### src/rtl/sha256_pkg.sv
// Shared constants and FSM state type for the SHA-256 message padder.
package sha256_pkg;

  localparam int BLOCK_BITS     = 512;
  localparam int LEN_FIELD_BITS = 64;
  localparam logic [7:0] PAD_BYTE = 8'h80;

  typedef enum logic [1:0] {
    IDLE,
    CHECK,
    EMIT,
    DONE
  } state_e;

endpackage

### src/rtl/sha256_block_former.sv
// Combinational former: builds the whole padded stream byte by byte and selects one 512-bit block.
module sha256_block_former
  import sha256_pkg::*;
#(
  parameter int MAX_MSG_BYTES = 80,
  parameter int IDX_W         = 2,
  parameter int LEN_W         = 7
) (
  input  logic [8*MAX_MSG_BYTES-1:0] msg_i,
  input  logic [LEN_W-1:0]           len_i,
  input  logic [IDX_W-1:0]           nblk_i,
  input  logic [IDX_W-1:0]           idx_i,
  output logic [BLOCK_BITS-1:0]      block_o
);

  localparam int MAX_BLOCKS   = (MAX_MSG_BYTES + 8) / 64 + 1;
  localparam int STREAM_BYTES = 64 * MAX_BLOCKS;
  localparam int STREAM_BITS  = 8 * STREAM_BYTES;

  logic [LEN_FIELD_BITS-1:0] len64;
  logic [LEN_FIELD_BITS-1:0] bit_len;
  logic [LEN_FIELD_BITS-1:0] len_base;
  logic [STREAM_BITS-1:0]    stream;

  assign len64    = LEN_FIELD_BITS'(len_i);
  assign bit_len  = len64 << 3;
  // Start of the length field: last 8 bytes of the final block.
  assign len_base = (LEN_FIELD_BITS'(nblk_i) << 6) - LEN_FIELD_BITS'(8);

  genvar gi;
  generate
    for (gi = 0; gi < STREAM_BYTES; gi++) begin : g_byte
      logic [LEN_FIELD_BITS-1:0] pos;
      logic [LEN_FIELD_BITS-1:0] len_off;
      logic [7:0]                msg_byte;
      logic [7:0]                len_byte;
      logic [7:0]                byte_val;

      assign pos      = LEN_FIELD_BITS'(gi);
      assign len_off  = pos - len_base;
      assign len_byte = 8'(bit_len >> {3'd7 - len_off[2:0], 3'b000});

      if (gi < MAX_MSG_BYTES) begin : g_msg
        assign msg_byte = msg_i[8*MAX_MSG_BYTES-1-8*gi -: 8];
      end else begin : g_nomsg
        assign msg_byte = 8'h00;
      end

      always_comb begin
        byte_val = 8'h00;
        if (pos < len64) begin
          byte_val = msg_byte;
        end else if (pos == len64) begin
          byte_val = PAD_BYTE;
        end else if (len_off < LEN_FIELD_BITS'(8)) begin
          byte_val = len_byte;
        end
      end

      assign stream[STREAM_BITS-1-8*gi -: 8] = byte_val;
    end
  endgenerate

  always_comb begin
    block_o = '0;
    for (int b = 0; b < MAX_BLOCKS; b++) begin
      if (idx_i == IDX_W'(b)) begin
        block_o = stream[STREAM_BITS-1-BLOCK_BITS*b -: BLOCK_BITS];
      end
    end
  end

endmodule

### src/rtl/sha256_pad_streamer.sv
// SHA-256 padder top: latches a message, checks its length and streams padded blocks with valid/ready.
module sha256_pad_streamer
  import sha256_pkg::*;
#(
  parameter  int MAX_MSG_BYTES = 80,
  localparam int MAX_BLOCKS    = (MAX_MSG_BYTES + 8) / 64 + 1,
  localparam int LEN_W         = $clog2(MAX_MSG_BYTES + 1),
  localparam int IDX_W         = $clog2(MAX_BLOCKS + 1)
) (
  input  logic                       clk,
  input  logic                       n_rst,
  input  logic [8*MAX_MSG_BYTES-1:0] msg_in,
  input  logic [LEN_W-1:0]           msg_len,
  input  logic                       start,
  output logic                       busy,
  output logic                       len_err,
  output logic [BLOCK_BITS-1:0]      block_out,
  output logic                       block_valid,
  input  logic                       block_ready,
  output logic [IDX_W-1:0]           block_idx,
  output logic                       block_last,
  output logic [IDX_W-1:0]           num_blocks,
  output logic                       done
);

  state_e                     state_q;
  logic [8*MAX_MSG_BYTES-1:0] msg_q;
  logic [LEN_W-1:0]           len_q;
  logic [IDX_W-1:0]           nblk_q;
  logic [IDX_W-1:0]           cnt_q;
  logic                       busy_q;
  logic                       len_err_q;
  logic [BLOCK_BITS-1:0]      block_q;
  logic                       valid_q;
  logic [IDX_W-1:0]           idx_q;
  logic                       last_q;
  logic                       done_q;

  logic [BLOCK_BITS-1:0]      block_d;
  logic [IDX_W-1:0]           nblk_d;
  logic                       len_over;
  logic                       load_next;

  assign len_over  = 32'(len_q) > 32'(MAX_MSG_BYTES);
  assign nblk_d    = IDX_W'((32'(len_q) + 32'd8) / 32'd64 + 32'd1);
  // Load a block when the output register is empty or the current non-final block is taken.
  assign load_next = !valid_q || (block_ready && !last_q);

  sha256_block_former #(
    .MAX_MSG_BYTES (MAX_MSG_BYTES),
    .IDX_W         (IDX_W),
    .LEN_W         (LEN_W)
  ) u_former (
    .msg_i   (msg_q),
    .len_i   (len_q),
    .nblk_i  (nblk_q),
    .idx_i   (cnt_q),
    .block_o (block_d)
  );

  always_ff @(posedge clk or negedge n_rst) begin
    if (!n_rst) begin
      state_q   <= IDLE;
      msg_q     <= '0;
      len_q     <= '0;
      nblk_q    <= '0;
      cnt_q     <= '0;
      busy_q    <= 1'b0;
      len_err_q <= 1'b0;
      block_q   <= '0;
      valid_q   <= 1'b0;
      idx_q     <= '0;
      last_q    <= 1'b0;
      done_q    <= 1'b0;
    end else begin
      len_err_q <= 1'b0;
      done_q    <= 1'b0;
      case (state_q)
        IDLE: begin
          if (start) begin
            msg_q   <= msg_in;
            len_q   <= msg_len;
            busy_q  <= 1'b1;
            state_q <= CHECK;
          end
        end
        CHECK: begin
          if (len_over) begin
            len_err_q <= 1'b1;
            busy_q    <= 1'b0;
            state_q   <= IDLE;
          end else begin
            nblk_q  <= nblk_d;
            cnt_q   <= '0;
            state_q <= EMIT;
          end
        end
        EMIT: begin
          if (load_next) begin
            block_q <= block_d;
            idx_q   <= cnt_q;
            last_q  <= (cnt_q == nblk_q - IDX_W'(1));
            cnt_q   <= cnt_q + IDX_W'(1);
            valid_q <= 1'b1;
          end else if (block_ready) begin
            valid_q <= 1'b0;
            done_q  <= 1'b1;
            state_q <= DONE;
          end
        end
        DONE: begin
          busy_q  <= 1'b0;
          state_q <= IDLE;
        end
        default: state_q <= IDLE;
      endcase
    end
  end

  assign busy        = busy_q;
  assign len_err     = len_err_q;
  assign block_out   = block_q;
  assign block_valid = valid_q;
  assign block_idx   = idx_q;
  assign block_last  = last_q;
  assign num_blocks  = nblk_q;
  assign done        = done_q;

endmodule

### config.mk
export PLATFORM = sky130hd
export DESIGN_NAME = sha256_pad_streamer
export DESIGN_NICKNAME = d
export VERILOG_FILES = /design/src/rtl/sha256_pkg.sv /design/src/rtl/sha256_block_former.sv /design/src/rtl/sha256_pad_streamer.sv
export SDC_FILE = /design/constraint.sdc
export NUM_CORES = 2
export LEC_CHECK = 0
export ABC_CLOCK_PERIOD_IN_PS = 2300
export CAP_MARGIN = 5
export CORE_AREA = 2 2 463 465
export DETAILED_ROUTE_END_ITERATION = 8
export DIE_AREA = 0 0 465 467
export PLACE_DENSITY_LB_ADDON = 0.05
export SLEW_MARGIN = 20
export SYNTH_ARGS = -nofsm -noshare
export SYNTH_HDL_FRONTEND = slang
export SYNTH_HIERARCHICAL = 1
export SYNTH_SLANG_ARGS = --single-unit
### constraint.sdc
create_clock -name clk -period 2.3 [get_ports clk]
set_input_delay 0.23 -clock clk [delete_from_list [all_inputs] [get_ports clk]]
set_output_delay 0.23 -clock clk [all_outputs]
set_load 0.05 [all_outputs]
# Word-level counts from Yosys, hierarchy flattened
# Index checks and enable logic that the tools add are counted.
# word_totals
ff_bits	1172
in_bits	651
# classes
addsub	261
magnitude_cmp	257
n_eq_ne	138
n_shift	128
n_mux	404
bitwise_logic	1
reduce_logical	17
# ops
op	n
$lt A64 B4 Y1 const B	128
$sub A7 B64 Y64 const A	64
$mux W8	384
$sub A6 B64 Y64 const A	32
$shr A10 B6 Y8	128
$mux W512	2
$sub A5 B64 Y64 const A	16
$sub A4 B64 Y64 const A	8
$eq A7 B7 Y1 const A	64
$lt A7 B7 Y1 const A	64
$sub A3 B3 Y3 const A	128
$sub A3 B64 Y64 const A	4
$eq A6 B7 Y1 const A	32
$lt A6 B7 Y1 const A	32
$sub A1 B64 Y64 const A	2
$sub A2 B64 Y64 const A	2
$eq A5 B7 Y1 const A	16
$lt A5 B7 Y1 const A	16
$logic_not A64 Y1	1
$eq A4 B7 Y1 const A	8
$lt A4 B7 Y1 const A	8
$eq A3 B7 Y1 const A	4
$lt A3 B7 Y1 const A	4
$eq A2 B7 Y1 const A	2
other kinds (26)	57

# Logic depth before layout (Yosys ltp)
# logic_depth
depth_word	9
depth_mapped	9
depth_no_buf	6

# By module
# The synthesis kept the hierarchy.
# modules_own_cells
module	n_inst	cells_per_inst	area_each_um2
sha256_pad_streamer	1	2514	43530.5
sha256_block_former	1	913	6005.8

# Worst setup path before layout
# OpenSTA, ideal clock, no wires.
# synth_timing
path_kind	flip-flop to flip-flop
from	reg len_q[5]
to	reg block_q[423] (netlist: block_out[423])
setup_time_ns	0.127
t_arrival_ns	1.865
required_ns	2.173
path_slack_ns	0.308
stages_incl_launch_ff	7
n_path_buf	1
period_less_slack_ns	1.992
path_cell_list	dfrtp_1 > buf_4 > nand2b_1 > nor2_1 > a21oi_2 > a221o_1 > mux2_1
# synth_via
elab_chain_cells	5
# synth_lines
element	line	text
from (decl)	sha256_pad_streamer.sv:28	logic [LEN_W-1:0] len_q;
from (signal assigned)	sha256_pad_streamer.sv:82	len_q <= msg_len;
parallel branches: the longest is 4 deep, another holds $lt A4 B7 Y1	--	
$mux W512 (*)	sha256_block_former.sv:67	if (idx_i == IDX_W'(b)) begin
named net block_d[423]	sha256_pad_streamer.sv:39	logic [BLOCK_BITS-1:0] block_d;
to (signal assigned)	sha256_pad_streamer.sv:100	block_q <= block_d;
to (decl)	sha256_pad_streamer.sv:33	logic [BLOCK_BITS-1:0] block_q;
# Mark *: on every way through the listed nets, which the timed path passes.
# A chain may end at the register's enable or synchronous reset.

# Final worst setup path
# layout_timing
from	reg len_q[6]
to	reg block_q[351] (netlist: block_out[351])
# layout_via
elab_chain_cells	5
# layout_lines
element	line
parallel branches: the longest is 4 deep, another holds $lt A5 B7 Y1	--
$mux W512 (*)	sha256_block_former.sv:67
named net block_d[351]	sha256_pad_streamer.sv:39
# Marks and branches as above.

==> summary.md <==
| Metric | Value |
|---|---|
| Post-synthesis cell type count | `84` |
| Routed len/inst | `27.5 um` |
| Number of levels in the clock H-tree | `4` |
| Clock insertion delay at the later pin of the skew report | `0.79 ns` |
| Global-route total usage across every layer | `20.0%` |
| Post-detailed-route via-to-cell ratio | `4.38` |
| Final nets | `5721` |
| Critical path launch point type | `register` |
| Number of clock sinks seen by CTS | `1172` |
| Clock tree skew after final layout | `0.0301 ns` |
| Mapped cell area | `49500 um2` |
| I/O pin count | `1172` |
| Number of synthesized flops with an enable pin | `0` |
| Initial core utilization | `23.4%` |
| Leakage power of the design | `32.7 nW` |
| Power per cell area | `1620 nW/um2` |
| Run status | `finished, final reports clean` |
| Primary FF master, synth | `sky130_fd_sc_hd__dfrtp_1` |
| Area delta synth->final | `49.3%` |
| Worst-Margin Slew | `0.939 ns` |
| Count of input and output buffers | `1171` |
| Power after layout | `119 mW` |
| Most common cell after layout, fill and taps aside | `sky130_fd_sc_hd__dfrtp_1` |
| Max-slew violations | `0` |
| Synth warn | `6` |
| Number of buffers between clock root and the deepest sink | `3` |
| Net count after synthesis | `4083` |
| Placement-stage cell area | `66600 um2` |
| Post-synthesis average cell area | `14.5 um2` |
| Clock tree from TritonCTS | `done` |
| Kind of capture point of the worst setup path | `register` |
| Final hold viol count | `0` |
| Portion of synthesized cell area occupied by the leading cell type | `59.2%` |
| Minimum period implied by the final worst setup slack | `2.27 ns` |
| Fraction of final layout cells sized beyond drive strength 1 | `31.1%` |
| Routed WL | `221000 um` |
| First-pass GRT wire length | `306000 um` |
| Overflow after GRT | `0` |
| Slew headroom | `37.4%` |
| Largest driver fanout on the critical path | `13` |
| Routability congestion estimate from global placement | `0.798` |
| Pin count of the biggest net entering global routing | `88` |
| Worst Reg2Reg Path Length in Cells | `6` |
| DP HPWL | `173000 um` |
| Num CTS Buffers | `151` |
| Setup repair bufs after CTS | `0` |
| Total die area | `217000 um2` |
| Type of the worst min-delay path | `in2reg` |
| Number of maximum-capacitance constraint violations | `0` |
| Clock root buffer | `sky130_fd_sc_hd__clkbuf_16` |
| Fraction of registers with async set or reset after synthesis | `100%` |
| Post-Syn Instances | `3427` |
| Highest-count cells in the layout ignoring fill and taps | `sky130_fd_sc_hd__dfrtp_1, sky130_fd_sc_hd__mux2_2, sky130_fd_sc_hd__clkdlybuf4s50_1, sky130_fd_sc_hd__and2_1, sky130_fd_sc_hd__dlygate4sd3_1` |
| Unrepaired setup endpoints after global routing | `yes` |
| Post-route cell area | `73900 um2` |
| Total number of placement rows | `169` |
| Number of global-route vias before repair | `37.9k` |
| Die X-Extent | `465 um` |
| Flop and latch count out of synthesis | `1172` |
| Worst vdd rail ir drop | `1.05 mV` |
| Proportion of synthesized chip area in sequential cells | `59.2%` |
| Number of endpoints failing setup at the final stage | `0` |
| Arrival time at the worst endpoint | `2.91 ns` |
| Number of antenna-violating nets in the routed design | `0` |
| Number of antenna violations at the first check in global routing | `110` |
| Required time of the critical path | `2.94 ns` |
| Setup tns final | `0 ns` |
| Cell count of the worst hold path | `2` |
| Synth area leaders | `sky130_fd_sc_hd__dfrtp_1, sky130_fd_sc_hd__mux2_2, sky130_fd_sc_hd__mux2_1` |
| Overall via count from detail_route | `35.2k` |
| Chip Height | `467 um` |
| First-pass DRT Iterations | `5` |
| Number of DRC markers in iteration 0 | `1669` |
| Clock transition at path regs | `0.06 ns` |
| Remaining design rule violation count | `0` |
| Max Freq | `440 MHz` |
| Largest area contributor in the netlist | `sky130_fd_sc_hd__dfrtp_1` |
| Worst setup path class | `reg2reg` |
| Period Utilization, post-route | `98.9%` |
| Core outline area | `212000 um2` |
[worst max-delay path, stage by stage (launching register included)]
cell	delay, ns
sky130_fd_sc_hd__dfrtp_4	0.53
sky130_fd_sc_hd__or2_2	0.34
sky130_fd_sc_hd__buf_12	0.16
sky130_fd_sc_hd__o311a_1	0.39
sky130_fd_sc_hd__buf_12	0.18
sky130_fd_sc_hd__a22o_1	0.23
sky130_fd_sc_hd__mux2_1	0.29
[power breakdown]
group / leakage (nW) / internal (mW) / total (mW) / switching (mW)
clock network: 2.36 / 13.8 / 23.4 / 9.59
logic: 16.0 / 24.1 / 60.0 / 35.9
registers: 14.3 / 30.6 / 36.1 / 5.54
[cell families after synthesis]
logic type      synth area share [%]
simple gates                    6.54
fa+ha+maj                      0.126
mux                             26.5
compound gates                  5.26
buf+inv                         2.34
flops                           59.2
xor+xnor                      0.0531
[stage by stage]
step	hold WS, ns	util (%)	instances	setup WS (ns)
floorplan	-0.0656	-	3427	0.308
global placement	0.165	31.5	7493	-0.153
detailed placement	0.170	31.5	7493	-0.132
CTS	0.000105	34.8	7993	-0.0177
global route	0.0176	34.9	8016	-0.0199
finish	0.0667	34.9	8029	0.0260
[cell usage after synthesis, types with 7 or more instances]
master and instances:
sky130_fd_sc_hd__nand2_1 35, sky130_fd_sc_hd__or2_2 7, sky130_fd_sc_hd__mux2_2 961, sky130_fd_sc_hd__buf_4 9, sky130_fd_sc_hd__nand4_1 9, sky130_fd_sc_hd__and2_1 310
sky130_fd_sc_hd__a32o_1 8, sky130_fd_sc_hd__a21o_1 9, sky130_fd_sc_hd__o21ai_1 7, sky130_fd_sc_hd__o21ai_0 44, sky130_fd_sc_hd__buf_6 30, sky130_fd_sc_hd__and3_1 27
sky130_fd_sc_hd__a21oi_2 21, sky130_fd_sc_hd__a21oi_1 46, sky130_fd_sc_hd__clkbuf_1 19, sky130_fd_sc_hd__nand2b_1 7, sky130_fd_sc_hd__nand3_1 14, sky130_fd_sc_hd__a22o_1 124
sky130_fd_sc_hd__mux2_1 200, sky130_fd_sc_hd__nor2_1 71, sky130_fd_sc_hd__inv_1 10, sky130_fd_sc_hd__o32ai_1 10, sky130_fd_sc_hd__o22ai_1 8, sky130_fd_sc_hd__dfrtp_1 1172
sky130_fd_sc_hd__o2bb2ai_1 8, sky130_fd_sc_hd__buf_2 127, sky130_fd_sc_hd__nor3_1 11
[sequential cells by signal, indices dropped and copies added, names as in the netlist, named ones only]
signal and cells:
block_idx 2, block_last 1, block_out 512, block_valid 1
busy 1, cnt_q 2, done 1, len_err 1
len_q 7, msg_q 640, num_blocks 2, state_q 1
[path summary, 6_finish.rpt]
path	slack, ns	startpoint	to
setup / recovery	0.03	len_q[6]	block_out[351]
hold / removal	0.07	msg_in[324]	msg_q[324]
setup reg to reg	0.03	len_q[6]	block_out[351]
hold reg to reg	0.48	block_out[370]	block_out[370]
max in group asynchronous	0.93	n_rst	block_out[44]
min in group asynchronous	0.51	n_rst	block_idx[1]
[layout make-up]
class | count | area, um2
fillers | 21000 | 138000
flip-flops and latches | 1172 | 29300
multi-input cells | 2057 | 19300
repair buffers | 1672 | 16800
clock buffers | 229 | 4500
well taps | 2821 | 3530
clock inverters | 31 | 319
diodes | 36 | 90.1
inverters | 11 | 41.3
[per-layer routing]
layer	vias up	share of wire, %	GRT usage, %
li1	15700	-	-
met1	17900	40	23.4
met2	1139	47	32.9
met3	365	9.3	8.54
met4	78	3.2	6.46
met5	-	0.21	0
[what timing repair did]
item                                    4_1_cts  5_1_grt
gates resized for setup                     235       66
hold buffers                                240        0
pin swaps                                     0        1
endpoints found under the setup margin      316      198
hold endpoints to repair                    922        0
Power figures use the tool's default switching activity.
